--- config.mk ---
export PLATFORM = sky130hd
export DESIGN_NAME = btn_event_queue
export DESIGN_NICKNAME = d
export VERILOG_FILES = /design/src/rtl/btn_pkg.sv /design/src/rtl/btn_sync_fifo.sv /design/src/rtl/btn_event_queue.sv
export SDC_FILE = /design/constraint.sdc
export NUM_CORES = 1
export LEC_CHECK = 0
export ABC_AREA = 1
export BUFFER_PORTS_ARGS = -buffer_cell sky130_fd_sc_hd__buf_2
export CORE_MARGIN = 1.5
export CORE_UTILIZATION = 66
export CTS_BUF_LIST = sky130_fd_sc_hd__clkbuf_4
export CTS_CLUSTER_DIAMETER = 100
export DETAILED_ROUTE_END_ITERATION = 7
export PLACE_DENSITY = 0.87
export SETUP_SLACK_MARGIN = 0.4
export SLEW_MARGIN = 20
export SYNTH_ARGS = -nofsm -noshare
export SYNTH_HDL_FRONTEND = slang
export SYNTH_SLANG_ARGS = --single-unit
--- constraint.sdc ---
create_clock -name clk -period 5.25 [get_ports clk]
set_input_delay 1.575 -clock clk [delete_from_list [all_inputs] [get_ports clk]]
set_output_delay 1.575 -clock clk [all_outputs]
set_load 0.03 [all_outputs]
--- src/rtl/btn_pkg.sv ---
// Shared button constants, event layout and debouncer timing for the button event path.
package btn_pkg;

   localparam int unsigned BTN_LEFT  = 0;
   localparam int unsigned BTN_RIGHT = 1;
   localparam int unsigned BTN_UP    = 2;
   localparam int unsigned BTN_DOWN  = 3;

   localparam int unsigned N_BTN_DEF      = 4;
   localparam int unsigned FIFO_DEPTH_DEF = 8;
   localparam int unsigned BTN_ID_W       = 2;

   // Queue entry layout: {repeat, id}
   typedef struct packed {
      logic                rep;
      logic [BTN_ID_W-1:0] id;
   } btn_evt_t;

   // Debouncer timing, in clk cycles
   localparam int unsigned DEB_SETTLE_CYC = 3;
   localparam int unsigned REP_DELAY_CYC  = 2;
   localparam int unsigned REP_PERIOD_CYC = 2;

endpackage

--- src/rtl/btn_sync_fifo.sv ---
// Generic synchronous FIFO; pointers wrap modulo DEPTH, full push allowed alongside a pop.
module btn_sync_fifo #(
   parameter  int unsigned WIDTH = 3,
   parameter  int unsigned DEPTH = 8,
   localparam int unsigned PTR_W = (DEPTH > 1) ? $clog2(DEPTH) : 1,
   localparam int unsigned CNT_W = $clog2(DEPTH + 1)
) (
   input  logic             clk,
   input  logic             reset_n,
   input  logic             push,
   input  logic [WIDTH-1:0] wdata,
   input  logic             pop,
   output logic             push_acc_c,
   output logic [WIDTH-1:0] rdata_c,
   output logic [CNT_W-1:0] count
);

   logic [WIDTH-1:0] mem [DEPTH];
   logic [PTR_W-1:0] wptr;
   logic [PTR_W-1:0] rptr;
   logic             pop_acc;

   function automatic logic [PTR_W-1:0] ptr_inc(input logic [PTR_W-1:0] p);
      return (p == PTR_W'(DEPTH - 1)) ? '0 : p + PTR_W'(1);
   endfunction

   always_comb begin
      pop_acc    = pop && (count != '0);
      push_acc_c = push && ((count < CNT_W'(DEPTH)) || pop_acc);
      rdata_c    = mem[rptr];
   end

   always_ff @(posedge clk or negedge reset_n) begin
      if (!reset_n) begin
         wptr  <= '0;
         rptr  <= '0;
         count <= '0;
      end else begin
         if (push_acc_c) wptr <= ptr_inc(wptr);
         if (pop_acc)    rptr <= ptr_inc(rptr);
         if (push_acc_c && !pop_acc)      count <= count + CNT_W'(1);
         else if (pop_acc && !push_acc_c) count <= count - CNT_W'(1);
      end
   end

   // Storage needs no reset: entries are only visible once counted
   always_ff @(posedge clk) begin
      if (push_acc_c) mem[wptr] <= wdata;
   end

endmodule

--- src/rtl/btn_event_queue.sv ---
// Tags debounced button pulses as press/repeat and queues them in arrival order.
module btn_event_queue
   import btn_pkg::*;
#(
   parameter  int unsigned N_BTN = N_BTN_DEF,
   parameter  int unsigned DEPTH = FIFO_DEPTH_DEF,
   localparam int unsigned ID_W  = (N_BTN > 1) ? $clog2(N_BTN) : 1,
   localparam int unsigned CNT_W = $clog2(DEPTH + 1),
   localparam int unsigned EVT_W = ID_W + 1
) (
   input  logic             clk,
   input  logic             reset_n,
   input  logic [N_BTN-1:0] btn_pulse,
   input  logic [N_BTN-1:0] btn_level,
   output logic             evt_valid,
   input  logic             evt_ready,
   output logic [ID_W-1:0]  evt_id,
   output logic             evt_repeat,
   output logic [CNT_W-1:0] evt_count,
   output logic             overflow,
   input  logic             clear_overflow
);

   logic [N_BTN-1:0] held_seen;
   logic [N_BTN-1:0] pending;
   logic [N_BTN-1:0] pend_rep;
   logic [N_BTN-1:0] wr_onehot;
   logic [N_BTN-1:0] capture;
   logic [N_BTN-1:0] drop;
   logic [ID_W-1:0]  sel;
   logic             found;
   logic             push_acc;
   logic [EVT_W-1:0] wdata;
   logic [EVT_W-1:0] rdata;

   // Lowest-index pending button wins the single write slot
   always_comb begin
      sel   = '0;
      found = 1'b0;
      for (int i = 0; i < int'(N_BTN); i++) begin
         if (pending[i] && !found) begin
            sel   = ID_W'(i);
            found = 1'b1;
         end
      end
      wdata = {pend_rep[sel], sel};
   end

   // A button being written this cycle may capture a new pulse instead of dropping it
   always_comb begin
      wr_onehot = '0;
      if (push_acc) wr_onehot[sel] = 1'b1;
      capture = btn_pulse & (~pending | wr_onehot);
      drop    = btn_pulse & pending & ~wr_onehot;
   end

   always_ff @(posedge clk or negedge reset_n) begin
      if (!reset_n) begin
         held_seen <= '0;
         pending   <= '0;
         pend_rep  <= '0;
         overflow  <= 1'b0;
      end else begin
         held_seen <= btn_level & (held_seen | btn_pulse);
         pending   <= (pending & ~wr_onehot) | capture;
         pend_rep  <= (pend_rep & ~capture) | (capture & held_seen & btn_level);
         overflow  <= (|drop) | (overflow & ~clear_overflow);
      end
   end

   btn_sync_fifo #(
      .WIDTH (EVT_W),
      .DEPTH (DEPTH)
   ) u_fifo (
      .clk        (clk),
      .reset_n    (reset_n),
      .push       (|pending),
      .wdata      (wdata),
      .pop        (evt_ready),
      .push_acc_c (push_acc),
      .rdata_c    (rdata),
      .count      (evt_count)
   );

   always_comb begin
      evt_valid  = (evt_count != '0);
      evt_id     = evt_valid ? rdata[ID_W-1:0] : '0;
      evt_repeat = evt_valid & rdata[ID_W];
   end

endmodule

# --- After elaboration in Yosys (flattened, before gate mapping) ---
# Memory sizes are Yosys's and may differ from the RTL's.
# Cells that the tools add are included.
totals:
  register_bits: 23
  ramBits: 24
  in_bits: 12
  out_inout_bits: 9
  n_memories: 1
classes:
  addsub: 4
  magnitude_cmp: 3
  n_eq_ne: 2
  mux: 18
  n_bitwise: 19
  n_reduce_logical: 18
memory_table:
  columns: ["name", "words", "width", "read_ports", "rd_clocked_by_memory_dff", "wr", "line", "source"]
  rows:
  - ["u_fifo.mem", 8, 3, 1, 0, 1, "btn_sync_fifo.sv:18", "logic [WIDTH-1:0] mem [DEPTH];"]
op_table:
  columns: ["operator", "n"]
  rows:
  - ["$and 4x4->4", 8]
  - ["$or 4x4->4", 4]
  - ["$mux 4", 3]
  - ["$not 4->4", 3]
  - ["$logic_and 1x1->1", 8]
  - ["$mux 1", 8]
  - ["$reduce_or 4->1", 2]
  - ["$add 3x1->3 const B", 2]
  - ["$eq 3x3->1 const B", 2]
  - ["$mux 2", 3]
  - ["$mux 3", 2]
  - ["$logic_not 1->1", 5]
  - ["$add 4x1->4 const B", 1]
  - ["$lt 4x4->1 const B", 1]
  - ["$reduce_bool 4->1", 1]
  - ["$sub 4x1->4 const B", 1]
  - ["$lt 2x3->1 const B", 1]
  - ["$and 1x1->1", 2]
  - ["$bmux 1 s2", 1]
  - ["$demux 1 s2", 1]
  - ["$ge 2x1->1 const B", 1]
  - ["$reduce_bool 2->1", 1]
  - ["$logic_or 1x1->1", 1]
  - ["$not 1->1", 1]
  - ["$or 1x1->1", 1]

# --- Depth between registers and ports, before layout ---
# Gate-level depths: netlist of run 1.
depth:
  ltp_word: 20
  depth_mapped: 14

# --- Hierarchy ---
# A second synthesis of run 1 with hierarchy kept.
unflattened:
  hier_cells: 255
  hier_area_um2: 2272.2
by_module_without_submodules:
  columns: ["mod", "instances", "cells_per_inst", "area_per_inst_um2", "seq_area_each_um2"]
  rows:
  - ["btn_sync_fifo", 1, 162, 1590.3, 970.9]
  - ["btn_event_queue", 1, 93, 681.9, 325.3]

# --- Worst setup path before layout of run 1 ---
# OpenSTA, ideal clock, no wires.
synth_timing:
  path_type: "reg-to-output"
  start: "register u_fifo.count[0]"
  end: "output port evt_id[0]"
  arrival_ns: 1.398
  path_slack_ns: 2.277
  path_stages_with_launch: 5
  path_buffers: 0
  cell_sequence: "dfrtp_1 -> inv_1 -> nand3_2 -> nand2_1 -> nor2_1"
synth_between:
  elab_chain_cells: 2
synth_rtl:
  columns: ["item", "line", "source"]
  rows:
  - ["from (decl)", "btn_sync_fifo.sv:15", "output logic [CNT_W-1:0] count"]
  - ["from (signal assigned)", "btn_sync_fifo.sv:41", "if (push_acc_c && !pop_acc) count <= count + CNT_W'(1);"]
  - ["from (signal assigned)", "btn_sync_fifo.sv:42", "else if (pop_acc && !push_acc_c) count <= count - CNT_W'(1);"]
  - ["$reduce_bool 4->1", "btn_event_queue.sv:86", "evt_valid = (evt_count != '0);"]
  - ["via evt_valid", "btn_event_queue.sv:15", "output logic evt_valid,"]
  - ["$mux 2", "btn_event_queue.sv:87", "evt_id = evt_valid ? rdata[ID_W-1:0] : '0;"]
  - ["to (decl)", "btn_event_queue.sv:17", "output logic [ID_W-1:0] evt_id,"]
# The timed path passes the listed nets, and every way through them passes these cells.

# --- Worst setup path after layout of run 1 ---
layout_timing:
  start: "register u_fifo.rptr[0]"
  end: "output port evt_repeat"
layout_between:
  elab_chain_cells: 2
layout_rtl:
  columns: ["item", "line", "source"]
  rows:
  - ["from (decl)", "btn_sync_fifo.sv:20", "logic [PTR_W-1:0] rptr;"]
  - ["from (signal assigned)", "btn_sync_fifo.sv:40", "if (pop_acc) rptr <= ptr_inc(rptr);"]
  - ["$mem_v2 8x3", null, null]
  - ["$and 1x1->1", "btn_event_queue.sv:88", "evt_repeat = evt_valid & rdata[ID_W];"]
  - ["to (decl)", "btn_event_queue.sv:18", "output logic evt_repeat,"]
# No other way between the ends.

==> metrics, run 1 <==
Cell variety after synth=24; Pre-Repair DR Iteration Count=4; vias in the first global route=between 1.5k and 2k; Worst Tran Pin Value=between 0.5 and 0.6 ns; M1 GR Usage=0.3342; Filler cells=around 260; Sw Share=0.4427; hpwl dp=3258 um; initial antenna violation count=0; post_cts resized=0; Final setup viols=0; most common cell after layout, fill and taps aside=nand2_1; layout cells sized above 1=0.1164; Worst Setup Start Kind=flip-flop; commonest non-fill, non-tap cells in the layout=nand2_1, inv_1, edfxtp_1; ANT cells=0; worst path cell trace=inv_2, nand2_1, nand3_1, nand3_1, nand2_1, nor2_1, buf_2; Post-DRT Antenna Nets=0; Pint=around 780 uW; Vias/cell=5.118; Peak supply drop=0.2720 mV; status=finished, final reports clean; largest net degree at the start of global routing=24; Initial DRC Count=143; GRT Residual Overflow=0; IO Pins=21; synth top area cells=edfxtp_1, dfrtp_1, nand2_1; crit path DAT=approximately 1.9 ns; Clock Pin Slew Worst Setup and Hold Paths=about 0.12 ns; FMAX=~290 MHz; wire length per cell=12.80 um; asr flop ratio synth=0.4894; Setup Fix Bufs, Post-CTS=0; critical path class=flip-flop to output port; Max Cap Viol=0; register bit total from synthesis=between 40 and 50; port bufs=20; register area share after synthesis=0.5549; critical-path cell with the highest stage delay=dfrtp_1; clk sinks=47; CTS buffer count=5; Hold WC Path Type=flip-flop to flip-flop; busiest grt layer=met2; CTS Hold Bufs=0; critical-path maximum fanout=15; mapped cell area=approximately 2300 sq um; top cell type's share of synthesized area=0.3085; drt total wl=4328 um; die width=between 60 and 70 um; max_slew headroom=0.6654; Reg power frac=0.435; row count=21; die area=3905 sq um; RSZ-0062 raised after global routing=no; Mapped Cells=~270; Yosys Warn Count=0; latest clock arrival within the worst-skew pair=0.35 ns; area leader, netlist=edfxtp_1; total power=between 1 and 1.5 mW; first-pass GRT wire length=approximately 7700 um; nature of the critical path endpoint=output port; Final Cycle Share=0.6538; met3 Resource Use GR=0.04324; DRC viols=0; fin crit period=between 3 and 4 ns; via count=about 1.7k; post-route setup TNS=0 ns; met2 Track Usage GR=0.4301; ys flop type=edfxtp_1; syn_nets=288; required time of the critical path=3.68 ns; switching power=a little over 600 uW; EDFF count, synth=24; Slew Limit Fails=0; part of the power in combinational logic=0.450; Core Region=3363 sq um; Tot GR Track Use=0.2565; mean post-synth cell area=between 8 and 9 sq um; leakage power=~1.3 nW; CTS tree=done; clock share of power=0.115; fin nets=between 300 and 400; GP Congestion=between 0.8 and 0.9; Area Overhead vs Synth=7.499%; CTS H-tree depth=2; Die H=about 62 um; PD cells=roughly 550 nW/um^2; CP peak stage delay=0.67 ns; hold violation count in the final report=0; Fin Clk Skew=0.01287 ns; Max Root-Sink Buffers=2; CTS root buf=clkbuf_4; Initial Util=0.6946
[cell type report]
type,instances,area (sq um),area share
Tap cell,46,57.56,0.02292
Sequential cell,47,1296,0.5162
Multi-Input combinational cell,173,839.6,0.3343
Clock buffer,6,45.04,0.01794
Clock inverter,2,7.507,0.002990
Inverter,44,165.2,0.06577
Timing Repair Buffer,20,100.1,0.03986
[stage by stage]
stage | instances | hold slack [ns] | cell area (sq um) | worst slack (ns) | utilization
6_report | 338 | 0.4760 | 2511 | 1.817 | 0.7467
4_1_cts | 338 | 0.4769 | 2511 | 1.798 | 0.7467
2_1_floorplan | 268 | 0.4275 | 2336 | 2.277 | -
3_5_place_dp | 330 | 0.4490 | 2459 | 1.910 | 0.7310
5_1_grt | 338 | 0.5079 | 2511 | 1.595 | 0.7467
3_3_place_gp | 330 | 0.4491 | 2459 | 2.085 | 0.7310
[power by group through the flow]
stage	clock network, mW	registers [mW]	logic [mW]
after global placement	0	0.605	0.593
after global routing	0.178	0.622	0.706
after detailed placement	0	0.613	0.624
after CTS	0.163	0.605	0.628
final	0.160	0.605	0.626
after floorplan	0	0.601	0.484
[flip-flops by register name, summed over array words and instances, names as in the netlist]
| register | flops |
|---|---|
| held_seen | 4 |
| overflow | 1 |
| pend_rep | 4 |
| pending | 4 |
| u_fifo.count | 4 |
| u_fifo.mem | 24 |
| u_fifo.rptr | 3 |
| u_fifo.wptr | 3 |
[metal layers]
layer	up-vias	wire length (um)
met5	-	0
met4	0	67
met3	6	196
met2	42	2142
met1	797	1922
li1	885	-
[cells in the mapped netlist (2+ instances only)]
library cell	instances
buf_6	2
dfrtp_1	23
edfxtp_1	24
ha_1	7
inv_1	42
inv_2	2
nand2_1	97
nand2_2	2
nand3_1	22
nand3b_1	2
nand4_1	4
nor2_1	19
o21a_1	3
o21ai_0	6
o21ai_1	2
xnor2_1	3
[worst max-delay path: cells and delay by family (launching register included)]
| family | cells | cell delay (ns) |
|---|---|---|
| buffers and inverters | 2 | 0.42 |
| DFF | 1 | 0.67 |
| and+or+nand+nor | 5 | 0.43 |
[worst paths after layout]
kind,startpoint,end,slack [ns],depth (start not counted)
setup / recovery,u_fifo.rptr[0],evt_repeat,1.82,7
hold / removal,held_seen[2],held_seen[2],0.48,2
setup reg to reg,u_fifo.count[1],u_fifo.count[3],3.00,13
hold reg to reg,held_seen[2],held_seen[2],0.48,2
max in group asynchronous,reset_n,u_fifo.rptr[0],3.74,1
min in group asynchronous,reset_n,pend_rep[0],1.16,1
[kinds of logic (layout without fill, tap and decap cells)]
family                     count (synthesis)  in the layout  share of synthesized area
AOI/OAI and AO/OA                         11             11                    0.02678
xor gates and xnor gates                   4              4                    0.01500
buffers and inverters                     48             72                    0.08570
DFF                                       47             47                     0.5549
and+or+nand+nor                          150            150                     0.2716
adders and majority gates                  8              8                    0.04606
Power figures use the tool's default switching activity.
==> run 2, diff against run 1 <==
--- a/config.mk
+++ b/config.mk
@@ -8,11 +8,11 @@
 export ABC_AREA = 1
 export BUFFER_PORTS_ARGS = -buffer_cell sky130_fd_sc_hd__buf_2
 export CORE_MARGIN = 1.5
-export CORE_UTILIZATION = 66
+export CORE_UTILIZATION = 55
 export CTS_BUF_LIST = sky130_fd_sc_hd__clkbuf_4
 export CTS_CLUSTER_DIAMETER = 100
 export DETAILED_ROUTE_END_ITERATION = 7
-export PLACE_DENSITY = 0.87
+export PLACE_DENSITY = 0.78
 export SETUP_SLACK_MARGIN = 0.4
 export SLEW_MARGIN = 20
 export SYNTH_ARGS = -nofsm -noshare
==> constraint.sdc (replaced) <==
create_clock -name clk -period 3.05 [get_ports clk]
set_input_delay 0.915 -clock clk [delete_from_list [all_inputs] [get_ports clk]]
set_output_delay 0.915 -clock clk [all_outputs]
set_load 0.03 [all_outputs]
==> run 2 against run 1 <==
Effect of this change:
- clock-buffer cell count did not move
- utilization fell by 11 points
- global-route usage fell by 5.6 points
- non-clock buffer count rose by 3
- critical endpoint unchanged
- largest cell class unchanged
- largest power group unchanged
==> metrics, run 2 (synthesized netlist as in run 1, its figures left out) <==
status=finished, final reports clean; first-pass GRT wire length=6727 um (-12%); Biggest register=u_fifo.mem; crit path DAT=1.62 ns (-0.24 ns); CTS tree=done; vias in the first global route=1,584 (-6.0%); wire length per cell=11.50 um (-10%); Initial Util=0.5798 (-0.1148); number of flip-flops in the largest register=24 (unchanged); Final Cycle Share=0.8297; critical path class=flip-flop to output port; critical-path maximum fanout=7 (-8); CTS buffer count=5 (unchanged); Reg2Reg Depth=13 (unchanged); Final setup viols=0 (unchanged); Core Region=4029 sq um (+20%); Final Core Density=0.6342 (-0.1125); die area=4647 sq um (+19%); Initial DRC Count=76 (-47%); CTS Hold Bufs=0 (unchanged); Peak supply drop=0.3688 mV (+36%); Tot GR Track Use=0.2009 (-0.05560); Worst Setup Start Kind=flip-flop; via count=1,701 (-1.7%); Sw Share=0.4307 (-0.01203); nature of the critical path endpoint=output port; Filler cells=333 (+27%); worst path cell trace=buf_12, nand2_1, nand3_1, nand2_1, nor2_1, nor2_1, buf_2; Cell Area, Placed=2464 sq um (+0.20%); PD cells=945.5 nW/um^2 (+71%); Final Non-Filler Cells=345 (+2.1%); drt total wl=3968 um (-8.3%); fin nets=314 (+0.96%); commonest non-fill, non-tap cells in the layout=nand2_1, inv_1, edfxtp_1; CTS root buf=clkbuf_4; max_slew headroom=0.6553 (-0.01016); ANT cells=0 (unchanged); Fin Clk Skew=0.01393 ns (+0.001056 ns); RSZ-0062 raised after global routing=no; CP peak stage delay=0.50 ns (-0.17 ns); design area=2555 sq um (+1.7%); largest net degree at the start of global routing=24 (unchanged); Post-DRT Antenna Nets=0 (unchanged); critical-path cell with the highest stage delay=dfrtp_2; worst r2r src=u_fifo.count[3]; FMAX=a little under 400 MHz; CTS H-tree depth=2 (unchanged); Die H=68.17 um (+9.1%); row count=23 (+9.5%); Max Cap Viol=0 (unchanged); placed instance count=334 (+1.2%); hold violation count in the final report=0 (unchanged); Area Overhead vs Synth=9.373%; post-route setup TNS=0 ns (unchanged); port bufs=20 (unchanged); hpwl dp=2902 um (-11%); IO Pins=21 (unchanged); Slew Limit Fails=0 (unchanged); Pre-Repair DR Iteration Count=4 (unchanged); Vias/cell=4.930 (-3.7%); clk sinks=47 (unchanged); DRC viols=0 (unchanged); flop-to-flop setup slack=0.90 ns (-2.10 ns); latest clock arrival within the worst-skew pair=0.36 ns (about the same); Reg power frac=0.426 (-0.009); die width=68.17 um (+9.1%); part of the power in combinational logic=0.458 (+0.008); fin crit period=between 2 and 3 ns; leakage power=1.318 nW (+1.3%); Hold Path Sink=held_seen[0]; Clock Pin Slew Worst Setup and Hold Paths=0.13 ns (about the same); Max Root-Sink Buffers=2 (unchanged); reg2reg end=u_fifo.count[3]; Pint=1.375 mW (+77%); initial antenna violation count=0 (unchanged); clock share of power=0.116 (about the same); hold path startpoint=held_seen[0]; Worst Tran Pin Value=0.5171 ns (+0.01524 ns); GP Congestion=0.7537 (-8.7%); layout cells sized above 1=0.1322 (+0.01577); Hold WC Path Type=flip-flop to flip-flop; switching power=1.040 mW (+69%); worst hold stages=2 (unchanged); most common cell after layout, fill and taps aside=nand2_1; required time of the critical path=2.13 ns (-1.55 ns); GRT Residual Overflow=0 (unchanged)
==> run 2: cell types whose count changed in the layout (fill, tap and decap cells not counted) <==
cell | before | now
inv_1 | 42 | 41
buf_12 | 0 | 1
inv_4 | 0 | 1
dfrtp_1 | 23 | 22
dfrtp_2 | 0 | 1
buf_4 | 0 | 2
==> run 2: power by group through the flow <==
stage	Combinational, mW	Sequential [mW]	Clock (mW)
2_1_floorplan	0.832	1.03	0
3_3_place_gp	1.02	1.04	0
3_5_place_dp	1.05	1.05	0
4_1_cts	1.05	1.04	0.286
5_1_grt	1.28	1.05	0.312
6_report	1.11	1.03	0.280
==> run 2: final cells by class <==
class                           instances  area (sq um)  area share
Clock inverter                          2         7.507    0.002938
Tap cell                               50         62.56     0.02449
Inverter                               44         167.7     0.06562
Multi-Input combinational cell        173         839.6      0.3286
Timing Repair Buffer                   23         135.1     0.05289
Clock buffer                            6         45.04     0.01763
Sequential cell                        47          1297      0.5078
==> run 2: what timing repair did <==
action / in CTS / in global routing
buffers inserted: 0 / 3
gates cloned: 0 / 0
gates resized for setup: 1 / 2
endpoints found under the setup margin: 3 / 3
==> run 2: per-layer routing <==
| layer | GRT usage | up-vias | routed length, um | share of wire |
|---|---|---|---|---|
| li1 | - | 888 | - | - |
| met1 | 0.2413 | 777 | 1881 | 0.47 |
| met2 | 0.3447 | 30 | 1864 | 0.47 |
| met3 | 0.05428 | 6 | 148 | 0.037 |
| met4 | 0.07500 | 0 | 74 | 0.019 |
| met5 | 0 | - | 0 | 0 |
==> run 2: through the flow <==
stage | hold slack (ns) | power [mW] | worst slack, ns
3_5_place_dp | 0.4508 | 2.101 | 0.4550
4_1_cts | 0.4800 | 2.378 | 0.4163
3_3_place_gp | 0.4418 | 2.065 | 0.5363
5_1_grt | 0.5208 | 2.638 | 0.4004
6_report | 0.4736 | 2.416 | 0.5193
2_1_floorplan | 0.4275 | 1.867 | 0.7369
==> run 2: worst max path at each step <==
stage	to	depth (start not counted)	slack, ns	startpoint
4_1_cts	evt_id[1]	8	0.42	u_fifo.rptr[0]
5_1_grt	evt_repeat	7	0.40	u_fifo.rptr[0]
2_1_floorplan	evt_id[0]	4	0.74	u_fifo.count[0]
3_3_place_gp	u_fifo.count[3]	15	0.54	evt_ready
3_5_place_dp	u_fifo.count[3]	15	0.45	evt_ready
6_report	evt_repeat	7	0.52	u_fifo.rptr[0]
==> run 2: worst max-delay path, delay by kind of cell (launching register included) <==
kind,cells,cell delay [ns]
buffers and inverters,2,0.36
DFF,1,0.50
and+or+nand+nor,5,0.39
==> run 3, diff against run 2 <==
--- a/config.mk
+++ b/config.mk
@@ -5,14 +5,14 @@
 export SDC_FILE = /design/constraint.sdc
 export NUM_CORES = 1
 export LEC_CHECK = 0
-export ABC_AREA = 1
+export ABC_AREA = 0
 export BUFFER_PORTS_ARGS = -buffer_cell sky130_fd_sc_hd__buf_2
 export CORE_MARGIN = 1.5
-export CORE_UTILIZATION = 55
+export CORE_UTILIZATION = 60
 export CTS_BUF_LIST = sky130_fd_sc_hd__clkbuf_4
 export CTS_CLUSTER_DIAMETER = 100
 export DETAILED_ROUTE_END_ITERATION = 7
-export PLACE_DENSITY = 0.78
+export PLACE_DENSITY = 0.81
 export SETUP_SLACK_MARGIN = 0.4
 export SLEW_MARGIN = 20
 export SYNTH_ARGS = -nofsm -noshare
==> constraint.sdc (replaced) <==
create_clock -name clk -period 2.4 [get_ports clk]
set_input_delay 0.72 -clock clk [delete_from_list [all_inputs] [get_ports clk]]
set_output_delay 0.72 -clock clk [all_outputs]
set_load 0.03 [all_outputs]
==> run 3 against run 2 <==
Effect of this change:
- the flow now finishes with violations (negative setup slack)
- synthesized cell count is 46% lower
- sequential cell count is the same
- critical path type unchanged
- utilization increased by 14 points
- sequential power grew 27%
- clock-buffer cell count down 1
- combinational power grew 47%
- non-clock buffer count increased by 11
- die area down 16%
- first-iteration DRC count shrank 14%
==> metrics, run 3 <==
Hold WC Path Type=primary input to asynchronous set/reset pin; Synth top cells by count=edfxtp_1, dfrtp_1, nand2_1; CP Launch Point=u_fifo.count[2]; hold violation count in the final report=0 (unchanged); commonest non-fill, non-tap cells in the layout=edfxtp_1, dfrtp_1, buf_2; Worst Setup Start Kind=flip-flop; Biggest register=u_fifo.mem; FF/Latch Area=1301 sq um (+0.29%); CTS H-tree depth=2 (unchanged); Tot GR Track Use=0.2313 (+0.03037); Cell Area, Placed=2399 sq um (-2.6%); Max Cap Viol=0 (unchanged); worst path cell trace=or4_4, and2_4, a22o_4, buf_6; row count=21 (-8.7%); fin worst setup slack=-0.1922 ns (-0.7115 ns); mapped cell area=2113 sq um (-9.5%); Clock Pin Slew Worst Setup and Hold Paths=0.13 ns (about the same); drt total wl=4018 um (+1.3%); CTS tree=done; Die H=62.35 um (-8.5%); layout cells sized above 1=0.4324 (+0.3002); via count=1,309 (-23%); M1 GR Usage=0.2747 (+0.03341); Vias/cell=5.667 (+15%); status=finished, violations left; fin crit period=~2.6 ns; busiest grt layer=met2; design area=2595 sq um (+1.6%); Core Region=3363 sq um (-17%); ys flop type=edfxtp_1; Peak supply drop=0.5761 mV (+56%); leakage power=1.084 nW (-18%); die area=3887 sq um (-16%); total power=3.397 mW (+41%); Final setup viols=5 (+5); Cell variety after synth=40 (+67%); Mapped Cells=145 (-46%); Area Overhead vs Synth=22.79%; clk sinks=47 (unchanged); CTS buffer count=5 (unchanged); critical-path cell with the highest stage delay=or4_4; port bufs=20 (unchanged); Fin Clk Skew=0.01078 ns (-0.003151 ns); crit path DAT=1.87 ns (+0.25 ns); RSZ-0062 raised after global routing=yes; die width=62.35 um (-8.5%); asr flop ratio synth=0.4894 (unchanged); Post-DRT Antenna Nets=0 (unchanged); register bit total from synthesis=47 (unchanged); Max Root-Sink Buffers=2 (unchanged); Final Cycle Share=1.080; DRC viols=0 (unchanged); top cell type's share of synthesized area=0.3410 (+0.03251); Pre-Repair DR Iteration Count=4 (unchanged); ANT cells=0 (unchanged); Initial DRC Count=65 (-14%); max_slew headroom=0.6606 (+0.005298); count leader, synth=edfxtp_1; register area share after synthesis=0.6134 (+0.05848); first-pass GRT wire length=6686 um (-0.61%); wire length per cell=17.39 um (+51%); CTS Hold Bufs=0 (unchanged); area leader, netlist=edfxtp_1; GP Congestion=0.7689 (+2.0%); synth top area cells=edfxtp_1, dfrtp_1, mux4_2; initial antenna violation count=0 (unchanged); CP peak stage delay=0.55 ns (+0.05 ns); latest clock arrival within the worst-skew pair=0.35 ns (about the same); vias in the first global route=1,455 (-8.1%); mean post-synth cell area=14.57 sq um (+67%); required time of the critical path=1.68 ns (-0.45 ns); critical-path maximum fanout=3 (-4); critical path class=flip-flop to output port; Worst Tran Pin Value=0.5092 ns (-0.007947 ns); most common cell after layout, fill and taps aside=edfxtp_1; largest net degree at the start of global routing=24 (unchanged); PD cells=1309 nW/um^2 (+38%); area of the multi-input gates=893.4 sq um (+6.4%); failing checks=negative setup slack; cell family with most CP delay=simple AND/OR/NAND/NOR gates; Filler cells=221 (-34%); Yosys Warn Count=0 (unchanged); WP buf/inv=1 (-1); Initial Util=0.6283 (+0.04853); IO Pins=21 (unchanged); syn_nets=165 (-43%); met3 Resource Use GR=0.05435 (+0.00007151); number of flip-flops in the largest register=24 (unchanged); fin nets=204 (-35%); hpwl dp=2919 um (+0.59%); GRT Residual Overflow=0 (unchanged); FMAX=around 390 MHz; met2 Track Usage GR=0.4185 (+0.07382); Slew Limit Fails=0 (unchanged); worst r2r src=u_fifo.count[2]; EDFF count, synth=24 (unchanged); CTS root buf=clkbuf_4; nature of the critical path endpoint=output port
==> run 3: power breakdown <==
group,leakage (nW),internal [mW],switching [mW]
clock,0.0426,0.214,0.237
sequential,0.491,1.10,0.212
combinational,0.550,0.851,0.781
==> run 3: through the flow <==
step | worst slack (ns) | hold WS [ns] | TNS [ns] | std cells | util
after floorplan | 0.07928 | 0.4244 | 0 | 145 | -
after global placement | 0.003583 | 0.4619 | 0 | 218 | 0.7132
after detailed placement | -0.05614 | 0.4797 | -0.05614 | 218 | 0.7132
after CTS | -0.2045 | 0.3367 | -0.6599 | 230 | 0.7597
after global routing | -0.2483 | 0.3488 | -1.150 | 231 | 0.7716
final | -0.1922 | 0.3116 | -0.8409 | 231 | 0.7716
==> run 3: final cells by class <==
class                   count  area share
clock inverters             3     0.01495
flip-flops and latches     47      0.5014
well taps                  46     0.02218
inverters                   7     0.01109
clock buffers               5     0.01446
multi-input cells          89      0.3443
repair buffers             34     0.09161
==> run 3: worst reg2reg max path, stage by stage (launching register included) <==
cell      delay, ns
dfrtp_2        0.42
or4_4          0.55
buf_4          0.16
buf_6          0.10
buf_6          0.11
nand2_4        0.06
ha_4           0.14
inv_4          0.06
ha_4           0.26
a21oi_4        0.15
and3_4         0.21
o21bai_4       0.07
xnor2_1        0.16
==> run 3: cells by family after synthesis <==
logic type	count (synthesis)	share of synthesized area
XOR/XNOR	3	0.01244
flip-flops	47	0.6134
adder cells (fa/ha/maj)	8	0.05092
AND/OR/NAND/NOR	39	0.1018
AO/OA/AOI/OAI	30	0.1196
multiplexers	9	0.08526
buffers and inverters	9	0.01657
==> run 3: what timing repair did <==
action	4_1_cts	5_1_grt
gates resized for setup	12	6
buffers inserted	4	1
cloned	0	0
pin swaps	5	5
setup endpoints to repair	7	7
==> run 3: path summary, 6_finish.rpt <==
check                                   to  slack, ns  cells after the start
max in group asynchronous   u_fifo.rptr[0]       1.72                      1
setup / recovery                evt_repeat      -0.19                      4
setup reg to reg           u_fifo.count[3]      -0.12                     12
hold reg to reg               held_seen[2]       0.51                      1
hold / removal             u_fifo.count[3]       0.31                      1
min in group clk              held_seen[2]       0.51                      1
==> run 3: routing by layer <==
metal,part of all wire,vias to the layer above
met3,0.026,10
met1,0.40,653
li1,-,624
met5,0,-
met2,0.55,22
met4,0.020,0
